## config.mk

```make
export PLATFORM = sky130hd
export DESIGN_NAME = router_reg_flat
export DESIGN_NICKNAME = d
export VERILOG_FILES = /design/src/rtl/router_pkg.sv /design/src/rtl/router_reg_if.sv /design/src/rtl/router_parity_acc.sv /design/src/rtl/router_reg.sv /design/src/flat_wrapper.sv
export SDC_FILE = /design/constraint.sdc
export NUM_CORES = 1
export LEC_CHECK = 0
export CORE_ASPECT_RATIO = 0.8
export CORE_UTILIZATION = 45
export CTS_CLUSTER_DIAMETER = 100
export DETAILED_ROUTE_END_ITERATION = 16
export PLACE_DENSITY = 0.7
export SKIP_LAST_GASP = 1
export SLEW_MARGIN = 0
export SYNTH_ARGS = -nofsm -noshare
export SYNTH_HDL_FRONTEND = slang
export SYNTH_HIERARCHICAL = 1
export SYNTH_SLANG_ARGS = --single-unit
```

## constraint.sdc

```tcl
create_clock -name clk -period 1.5 [get_ports clk]
set_clock_uncertainty 0.05 [all_clocks]
set_input_delay 0.3 -clock clk [delete_from_list [all_inputs] [get_ports clk]]
set_output_delay 0.3 -clock clk [all_outputs]
set_load 0.02 [all_outputs]
```

## src/rtl/router_pkg.sv

```systemverilog
// Shared constants and helpers for the router datapath register stage.
package router_pkg;
  localparam int DATA_W = 8;
  localparam logic [1:0] ADDR_INVALID = 2'b11;

  function automatic logic addr_ok(input logic [1:0] addr);
    return (addr != ADDR_INVALID);
  endfunction
endpackage

```

## src/rtl/router_reg_if.sv

```systemverilog
// Source byte stream, FSM state strobes and FIFO-side results of the router register stage.
interface router_reg_if #(parameter int DATA_W = router_pkg::DATA_W);
  logic              pkt_vd;
  logic [DATA_W-1:0] din;
  logic              fifo_full;
  logic              detect_add;
  logic              lfd_state;
  logic              ld_state;
  logic              laf_state;
  logic              full_state;
  logic              rst_in_reg;
  logic [DATA_W-1:0] dout;
  logic              parity_done;
  logic              low_pkt_vd;
  logic              err;

  modport master (
    output pkt_vd, din, fifo_full, detect_add, lfd_state, ld_state,
           laf_state, full_state, rst_in_reg,
    input  dout, parity_done, low_pkt_vd, err
  );

  modport slave (
    input  pkt_vd, din, fifo_full, detect_add, lfd_state, ld_state,
           laf_state, full_state, rst_in_reg,
    output dout, parity_done, low_pkt_vd, err
  );
endinterface

```

## src/rtl/router_parity_acc.sv

```systemverilog
// Byte-wise XOR parity accumulator with captured packet parity and a one-shot mismatch compare.
module router_parity_acc #(parameter int DATA_W = 8) (
  input  logic              clk,
  input  logic              rstn,
  input  logic              clear,
  input  logic              xor_en,
  input  logic [DATA_W-1:0] xor_data,
  input  logic              cap_en,
  input  logic [DATA_W-1:0] cap_data,
  input  logic              err_clr,
  output logic              parity_done,
  output logic              err
);
  logic [DATA_W-1:0] int_par_r;
  logic [DATA_W-1:0] pkt_par_r;
  logic              done_q_r;

  // Accumulate, capture, and compare once on the rising edge of parity_done.
  always_ff @(posedge clk) begin
    if (!rstn) begin
      int_par_r   <= {DATA_W{1'b0}};
      pkt_par_r   <= {DATA_W{1'b0}};
      parity_done <= 1'b0;
      done_q_r    <= 1'b0;
      err         <= 1'b0;
    end else begin
      if (clear)
        int_par_r <= {DATA_W{1'b0}};
      else if (xor_en)
        int_par_r <= int_par_r ^ xor_data;

      if (cap_en) begin
        pkt_par_r   <= cap_data;
        parity_done <= 1'b1;
      end else if (clear) begin
        parity_done <= 1'b0;
      end

      done_q_r <= parity_done;

      if (parity_done && !done_q_r)
        err <= (int_par_r != pkt_par_r);
      else if (err_clr)
        err <= 1'b0;
    end
  end
endmodule

```

## src/rtl/router_reg.sv

```systemverilog
// Router datapath register stage: header capture, FIFO write byte mux, full-stall hold and parity check.
module router_reg
  import router_pkg::*;
#(
  parameter int DATA_W = router_pkg::DATA_W
) (
  input logic         clk,
  input logic         rstn,
  router_reg_if.slave bus
);
  logic [DATA_W-1:0] hdr_r;
  logic [DATA_W-1:0] hold_r;
  logic              hold_is_par_r;
  logic [DATA_W-1:0] dout_r;
  logic              low_pkt_vd_r;

  logic              xor_en_s;
  logic [DATA_W-1:0] xor_data_s;
  logic              cap_en_s;
  logic [DATA_W-1:0] cap_data_s;
  logic              parity_done_s;
  logic              err_s;

  // Select which byte feeds the running parity and which byte is the packet parity.
  always_comb begin
    xor_en_s   = 1'b0;
    xor_data_s = {DATA_W{1'b0}};
    cap_en_s   = 1'b0;
    cap_data_s = {DATA_W{1'b0}};
    if (bus.lfd_state) begin
      xor_en_s   = 1'b1;
      xor_data_s = hdr_r;
    end else if (bus.ld_state && bus.pkt_vd && !bus.fifo_full) begin
      xor_en_s   = 1'b1;
      xor_data_s = bus.din;
    end else if (bus.laf_state && !hold_is_par_r) begin
      xor_en_s   = 1'b1;
      xor_data_s = hold_r;
    end else begin
      xor_en_s   = 1'b0;
    end
    if (bus.ld_state && !bus.pkt_vd && !bus.fifo_full) begin
      cap_en_s   = 1'b1;
      cap_data_s = bus.din;
    end else if (bus.laf_state && hold_is_par_r) begin
      cap_en_s   = 1'b1;
      cap_data_s = hold_r;
    end else begin
      cap_en_s   = 1'b0;
    end
  end

  // Header, FIFO byte, stall hold and short-packet flag registers.
  always_ff @(posedge clk) begin
    if (!rstn) begin
      hdr_r         <= {DATA_W{1'b0}};
      hold_r        <= {DATA_W{1'b0}};
      hold_is_par_r <= 1'b0;
      dout_r        <= {DATA_W{1'b0}};
      low_pkt_vd_r  <= 1'b0;
    end else begin
      if (bus.detect_add && bus.pkt_vd && addr_ok(bus.din[1:0]))
        hdr_r <= bus.din;

      if (bus.lfd_state)
        dout_r <= hdr_r;
      else if (bus.ld_state && !bus.fifo_full)
        dout_r <= bus.din;
      else if (bus.laf_state)
        dout_r <= hold_r;

      // A byte arriving into a full FIFO is parked; it remembers whether it was the parity byte.
      if (bus.ld_state && bus.fifo_full) begin
        hold_r        <= bus.din;
        hold_is_par_r <= !bus.pkt_vd;
      end

      if (bus.ld_state && !bus.pkt_vd)
        low_pkt_vd_r <= 1'b1;
      else if (bus.rst_in_reg)
        low_pkt_vd_r <= 1'b0;
    end
  end

  router_parity_acc #(.DATA_W(DATA_W)) u_parity (
    .clk        (clk),
    .rstn       (rstn),
    .clear      (bus.detect_add),
    .xor_en     (xor_en_s),
    .xor_data   (xor_data_s),
    .cap_en     (cap_en_s),
    .cap_data   (cap_data_s),
    .err_clr    (bus.detect_add && bus.pkt_vd),
    .parity_done(parity_done_s),
    .err        (err_s)
  );

  assign bus.dout        = dout_r;
  assign bus.parity_done = parity_done_s;
  assign bus.low_pkt_vd  = low_pkt_vd_r;
  assign bus.err         = err_s;
endmodule

```

## src/flat_wrapper.sv

```systemverilog
// flat-port wrapper written by rule: the top's interface ports become plain ports
module router_reg_flat import router_pkg::*;
#(
  parameter int DATA_W = router_pkg::DATA_W
)
  (clk, rstn, bus_pkt_vd, bus_din, bus_fifo_full, bus_detect_add, bus_lfd_state, bus_ld_state, bus_laf_state, bus_full_state, bus_rst_in_reg, bus_dout, bus_parity_done, bus_low_pkt_vd, bus_err);
  router_reg_if #(.DATA_W(DATA_W)) bus_i ();
  input logic clk;
  input logic rstn;
  input wire logic [$bits(bus_i.pkt_vd)-1:0] bus_pkt_vd;
  input wire logic [$bits(bus_i.din)-1:0] bus_din;
  input wire logic [$bits(bus_i.fifo_full)-1:0] bus_fifo_full;
  input wire logic [$bits(bus_i.detect_add)-1:0] bus_detect_add;
  input wire logic [$bits(bus_i.lfd_state)-1:0] bus_lfd_state;
  input wire logic [$bits(bus_i.ld_state)-1:0] bus_ld_state;
  input wire logic [$bits(bus_i.laf_state)-1:0] bus_laf_state;
  input wire logic [$bits(bus_i.full_state)-1:0] bus_full_state;
  input wire logic [$bits(bus_i.rst_in_reg)-1:0] bus_rst_in_reg;
  output wire logic [$bits(bus_i.dout)-1:0] bus_dout;
  output wire logic [$bits(bus_i.parity_done)-1:0] bus_parity_done;
  output wire logic [$bits(bus_i.low_pkt_vd)-1:0] bus_low_pkt_vd;
  output wire logic [$bits(bus_i.err)-1:0] bus_err;
  assign bus_i.pkt_vd = bus_pkt_vd;
  assign bus_i.din = bus_din;
  assign bus_i.fifo_full = bus_fifo_full;
  assign bus_i.detect_add = bus_detect_add;
  assign bus_i.lfd_state = bus_lfd_state;
  assign bus_i.ld_state = bus_ld_state;
  assign bus_i.laf_state = bus_laf_state;
  assign bus_i.full_state = bus_full_state;
  assign bus_i.rst_in_reg = bus_rst_in_reg;
  assign bus_dout = bus_i.dout;
  assign bus_parity_done = bus_i.parity_done;
  assign bus_low_pkt_vd = bus_i.low_pkt_vd;
  assign bus_err = bus_i.err;
  router_reg #(.DATA_W(DATA_W)) u_core (.clk(clk), .rstn(rstn), .bus(bus_i));
endmodule
```

==> metrics.txt, run 1 <==
Worst Path Required=1630 ps; final period utilization=97.45%; via count of the routed design=roughly 2.2k; ranking of synthesized cells by area=dfxtp_1, nand2_1, xor2_1; slowest cell on the critical path=or3b_4; max cap viols=0; number of enable flip-flop cells after synthesis=0; routed len/inst=16.41 µm; Avg Inst Size Synth=8.636 µm²; max-slew headroom at the worst pin=76.81%; power share of the clock group=29.6%; final core utilization=64.24%; Core Region=4735 µm²; port bufs=27; CTS buffer count=5; antenna violations before repair=0; RSZ-0062 raised after global routing=true; Top delay family on crit path=simple AND/OR/NAND/NOR gates; deepest clock path buffer count=2; area delta synth->final=32.41%; Post-Route WL=between 6000 and 7000 µm; Cells after Synth=between 200 and 300; Yosys warnings=6; final antenna-violating net count=0; FILL cells=430; crit path cell chain=nand2b_4 > or3b_4 > a2bb2oi_2 > nand2_1 > xor2_1 > nor2_1; # setup viols final=0; Via density=5.667; Net Sw Frac=27.38%; CTS Root Cell=clkbuf_8; routability cong.=0.8983; num ports=29; Main synth FF type=dfxtp_1; design internal power=1.871 mW; CP max FO=5; Critical Path Source Type=flop; vias in the first global route=2160; Setup WS pre-CTS=-658.8 ps; CP max stage delay=between 300 and 400 ps; Hold Path Class=flop to flop; worst reg2reg setup slack=40 ps; total net switching power=around 0.7 mW; n_diodes=0; count of unique library cells instantiated by Yosys=39; Worst Setup End Kind=flop; register area share after synthesis=39.22%; buffers and inverters on the worst path=0; Syn Nets=284; Die Width=81.88 µm; CTS clock-pin slew for the worst setup and hold paths=80 ps; Total GRT Usage=around a quarter; DIE HEIGHT=approximately 66 µm; Sink Count=45; layout cell share with drive strength beyond 1=26.54%; worst setup margin=38.28 ps; worst skew pair latency=about 290 ps; proportion of netlist area held by the largest area contributor=roughly two fifths; design area=3042 µm²; Remaining DRCs=0; first-pass iteration count of the detailed router=4; nets=approximately 340; 1st-iter DRT viols=170; Remaining Overflow, GRT=0; flops & latches, synth=45; final hold vios=0; fin. max-slew vios=0; Yosys top cell by area=dfxtp_1; Fmax=slightly below 0.7 GHz; leakage=around 1.3 nW; largest net degree at the start of global routing=17; status=complete, no violations; slew at the pin closest to its max-slew limit=347.8 ps; first-pass GRT wire length=10130 µm; Worst EP arrival=1590 ps; post-layout min period=1462 ps; # H-tree levels=2; total power=2.576 mW; VDD IR max=0.0003950 V; area of the mapped netlist=2297 µm²; CTS tree=built; Initial Util=48.52%; DP Area=2848 µm²; Worst Setup Path Type=flop to flop; Comb power frac=approximately 21%; full die area=5396 µm²; commonest cells in the netlist=dfxtp_1, nand2_1, o21ai_0, xor2_1, a21boi_0; async set or reset register ratio after synthesis=0%; Flop pwr share=49.9%; setup tns final=0 ps; Cell Pwr Density=847.0 nW/µm²; placed wire-length estimate=approximately 4400 µm; row count=22
metal layers:
layer | GRT usage (%) | share of wire [%] | vias up
met5 | 0 | 0 | -
met4 | 11.84 | 1.8 | 0
met3 | 6.483 | 7.7 | 13
met2 | 37.50 | 44 | 83
met1 | 34.01 | 47 | 1026
li1 | - | - | 1054
power groups by stage:
stage	Combinational, mW	Clock, mW	Sequential (mW)
floorplan	0.253	0	1.33
global placement	0.491	0	1.31
detailed placement	0.493	0	1.31
CTS	0.503	0.782	1.28
global route	0.571	0.831	1.29
finish	0.528	0.763	1.29
worst register-to-register path, delay by kind of cell (launching register included):
kind	cells	cell delay (ps)
flops	1	340
xor+xnor	1	130
compound gates	1	130
simple gates	4	700
worst paths after layout:
path | start | end | cells past startpoint
min reg2reg | u_core/bus.dout[4] | u_core/bus.dout[4] | 1
max | u_core/hold_is_par_r | u_core/u_parity/int_par_r[6] | 6
min | u_core/bus.dout[4] | u_core/bus.dout[4] | 1
max reg2reg | u_core/hold_is_par_r | u_core/u_parity/int_par_r[6] | 6
cell type report:
type                    count  area [µm²]  area share, %
clock buffers               7       86.33          2.838
multi-input cells         198        1405          46.20
well taps                  60       75.07          2.468
repair buffers             70       558.0          18.35
inverters                   4       15.01         0.4936
flip-flops and latches     45       902.1          29.66
state kept, by name, summed over array words and instances (netlist names):
name and cells:
u_core/bus.dout 8, u_core/hdr_r 8, u_core/hold_r 8, u_core/u_parity/int_par_r 8
u_core/u_parity/pkt_par_r 8, u_core/bus.low_pkt_vd 1, u_core/hold_is_par_r 1, u_core/u_parity/done_q_r 1
u_core/u_parity/err 1, u_core/u_parity/parity_done 1
per-stage QoR:
stage / std cells / hold WS (ps)
global placement: 373 / 401.4
detailed placement: 373 / 400.1
finish: 384 / 416.0
CTS: 383 / 419.4
global route: 384 / 440.4
floorplan: 266 / 388.3
cells by family after synthesis:
| logic type | count (synthesis) | synth area share (%) |
|---|---|---|
| simple gates | 97 | 22.33 |
| compound gates | 75 | 23.64 |
| flops | 45 | 39.22 |
| buf+inv | 25 | 5.229 |
| xor+xnor | 16 | 6.100 |
| mux | 8 | 3.486 |
layout by cell type (no fill, tap or decap), types with 2 or more instances in the layout:
cell type         n
a21oi_1           5
xor2_1           15
a21boi_0         14
buf_2             3
or3b_4            9
buf_4            43
nor2_1           10
clkbuf_8          6
clkdlybuf4s50_1  11
o2bb2ai_1         8
o221a_2           2
nor2b_1          11
nand3_1           7
dfxtp_1          44
and3b_2           2
and2_1            4
inv_1             3
o21ai_0          15
dlygate4sd2_1    12
o221ai_1          8
a211oi_1          8
nand2b_4          2
mux2i_1           8
a2bb2oi_2         8
nand2_1          45
a21oi_2           2
repair_timing:
item / CTS / global route
pin swaps: 5 / 8
buffers inserted: 2 / 0
gates resized for setup: 39 / 16
cloned: 1 / 1
hold buffers: 0 / 0
setup endpoints to repair: 36 / 9
hold endpoints to repair: 0 / 0
No activity file was read; power rests on OpenSTA's default activity.
==> run 2, diff against run 1 <==
--- a/config.mk
+++ b/config.mk
@@ -5,14 +5,13 @@
 export SDC_FILE = /design/constraint.sdc
 export NUM_CORES = 1
 export LEC_CHECK = 0
-export CORE_ASPECT_RATIO = 0.8
-export CORE_UTILIZATION = 45
+export CORE_UTILIZATION = 40
 export CTS_CLUSTER_DIAMETER = 100
 export DETAILED_ROUTE_END_ITERATION = 16
-export PLACE_DENSITY = 0.7
 export SKIP_LAST_GASP = 1
 export SLEW_MARGIN = 0
 export SYNTH_ARGS = -nofsm -noshare
 export SYNTH_HDL_FRONTEND = slang
 export SYNTH_HIERARCHICAL = 1
 export SYNTH_SLANG_ARGS = --single-unit
+export TNS_END_PERCENT = 1
==> run 2 against run 1 <==
Effect of this change: the flow now finishes with violations (setup timing); register-to-register slack got worse by 120 ps; non-clock buffer count rose by 6; utilization fell by 7.8 points; sequential cell count did not move; combinational power barely moved; via count fell by 4.4%; sequential power barely moved; setup slack got worse by 200 ps; critical endpoint is now u_core/u_parity/int_par_r[0].
==> metrics.txt, run 2 (synthesis results as in run 1) <==
RSZ-0062 raised after global routing=true; leakage=1.271 nW (+1.2%); most frequent cells in the layout=buf_4, nand2_1, dfxtp_1; worst hold margin=421.8 ps (+5.792 ps); design area=3107 µm² (+2.1%); Remaining DRCs=0 (unchanged); Flop pwr share=44.4% (-5.5 points); VDD IR max=0.0005992 V (+52%); Hold Path Class=flop to flop; full die area=6050 µm² (+12%); DIE HEIGHT=77.78 µm (+18%); Comb power frac=18.2% (-2.3 points); crit path cell chain=dlygate4sd2_1 > and3b_2 > or3b_2 > a2bb2oi_2 > nand2_1 > xor2_1 > nor2_1; slew at the pin closest to its max-slew limit=298.3 ps (-49.51 ps); via count of the routed design=2080 (-4.4%); failing checks=setup timing; first-pass iteration count of the detailed router=4 (unchanged); Sink Count=45 (unchanged); post-layout min period=1661 ps (+199.1 ps); antenna violations before repair=0 (unchanged); power share of the clock group=37.4% (+7.8 points); final period utilization=110.7% (+13 points); Fmax=0.6021 GHz (-12%); fin. max-slew vios=0 (unchanged); placed wire-length estimate=4646 µm (+5.3%); CP max FO=6 (+1); worst reg2reg setup slack=-80 ps (-120 ps); max cap viols=0 (unchanged); max-slew headroom at the worst pin=80.11% (+3.3 points); Remaining Overflow, GRT=0 (unchanged); FILL cells=492 (+14%); Total GRT Usage=21.90% (-3.4 points); slowest cell on the critical path=or3b_2; Worst Setup Path Type=primary input to flop; n_diodes=0 (unchanged); first-pass GRT wire length=10320 µm (+1.8%); hold-fix buffers at CTS=0 (unchanged); Die Width=77.78 µm (-5.0%); vias in the first global route=2072 (-4.1%); Worst Setup End Kind=flop; Post-Route WL=6205 µm (-1.5%); deepest clock path buffer count=2 (unchanged); CTS Root Cell=clkbuf_8; buffers and inverters on the worst path=1 (+1); total net switching power=0.7103 mW (+0.71%); largest net degree at the start of global routing=19 (+2); Initial Util=41.72% (-6.8 points); DP Area=2925 µm² (+2.7%); final antenna-violating net count=0 (unchanged); status=complete, but fails checks; worst skew pair latency=300 ps (about the same); worst setup margin=-160.8 ps (-199.1 ps); Core Region=5507 µm² (+16%); row count=27 (+23%); CP max stage delay=500 ps (+110 ps); routability cong.=0.8591 (-4.4%); Cell Pwr Density=930.5 nW/µm² (+9.9%); Via density=5.174 (-8.7%); routed len/inst=15.44 µm (-5.9%); area delta synth->final=35.24%; layout cell share with drive strength beyond 1=23.33% (-3.2 points); CTS tree=built; Top delay family on crit path=simple AND/OR/NAND/NOR gates; nets=347 (+1.5%); CTS buffer count=5 (unchanged); Worst Path Required=1630 ps (about the same); Critical Path Source Type=primary input; 1st-iter DRT viols=85 (-50%); # setup viols final=27 (+27); design internal power=2.181 mW (+17%); CTS clock-pin slew for the worst setup and hold paths=90 ps (about the same); # H-tree levels=2 (unchanged); final hold vios=0 (unchanged); port bufs=27 (unchanged); Net Sw Frac=24.57% (-2.8 points); Worst EP arrival=1790 ps (+200 ps); setup tns final=-1822 ps (-1822 ps); commonest non-fill, non-tap cell in the layout=buf_4; num ports=29 (unchanged)
-- run 2: changes by cell type in the layout (fill, tap and decap cells not counted), sizes merged, moves of 2 or more --
cell and change:
buf +3, bufinv +2, clkbuf -3, clkdlybuf4s50 +10, dlygate4sd2 -8
-- run 2: final timing paths --
path / from / to / cells after the start
max: bus_pkt_vd / u_core/u_parity/int_par_r[0] / 7
min: u_core/bus.dout[1] / u_core/bus.dout[1] / 1
min reg2reg: u_core/bus.dout[1] / u_core/bus.dout[1] / 1
max reg2reg: u_core/hold_is_par_r / u_core/u_parity/int_par_r[0] / 6
-- run 2: worst reg2reg max path: cells and delay by family, from the launching register on --
kind                      cells  cell delay, ps
DFF                           1             320
and+or+nand+nor               4             780
xor gates and xnor gates      1             150
AOI/OAI and AO/OA             1             150
-- run 2: repair_timing --
action	in CTS	in global routing
pin swaps	1	1
hold endpoints to repair	0	0
endpoints found under the setup margin	36	35
resized for setup	9	7
setup buffers	1	0
gates cloned	1	0
-- run 2: layout make-up --
type	instances	area, µm²	area share, %
Inverter	4	15.01	0.4833
Sequential cell	45	900.9	29.00
Clock buffer	5	68.82	2.215
Tap cell	72	90.09	2.900
Timing Repair Buffer	76	651.9	20.98
Clock inverter	3	65.06	2.094
Multi-Input combinational cell	197	1315	42.33
-- run 2: through the flow --
step / util [%] / total power [mW] / worst slack [ps] / cells
floorplan: - / 1.578 / -86.46 / 266
global placement: 53.12 / 1.820 / -625.2 / 392
detailed placement: 53.12 / 1.822 / -673.1 / 392
CTS: 55.96 / 2.916 / -139.4 / 402
global route: 56.42 / 3.021 / -199.6 / 402
finish: 56.42 / 2.891 / -160.8 / 402
-- run 2: per-layer routing --
metal / global-route usage, % / vias up / share of wire, %
met1: 30.06 / 957 / 48
met3: 2.706 / 9 / 5.1
li1: - / 1057 / -
met2: 35.04 / 57 / 45
met4: 7.925 / 0 / 1.7
met5: 0 / - / 0
-- run 2: power by group through the flow --
| stage | combinational, mW | sequential [mW] | clock (mW) |
|---|---|---|---|
| CTS | 0.518 | 1.28 | 1.11 |
| detailed placement | 0.511 | 1.31 | 0 |
| global placement | 0.508 | 1.31 | 0 |
| global route | 0.572 | 1.29 | 1.16 |
| finish | 0.526 | 1.28 | 1.08 |
| floorplan | 0.247 | 1.33 | 0 |
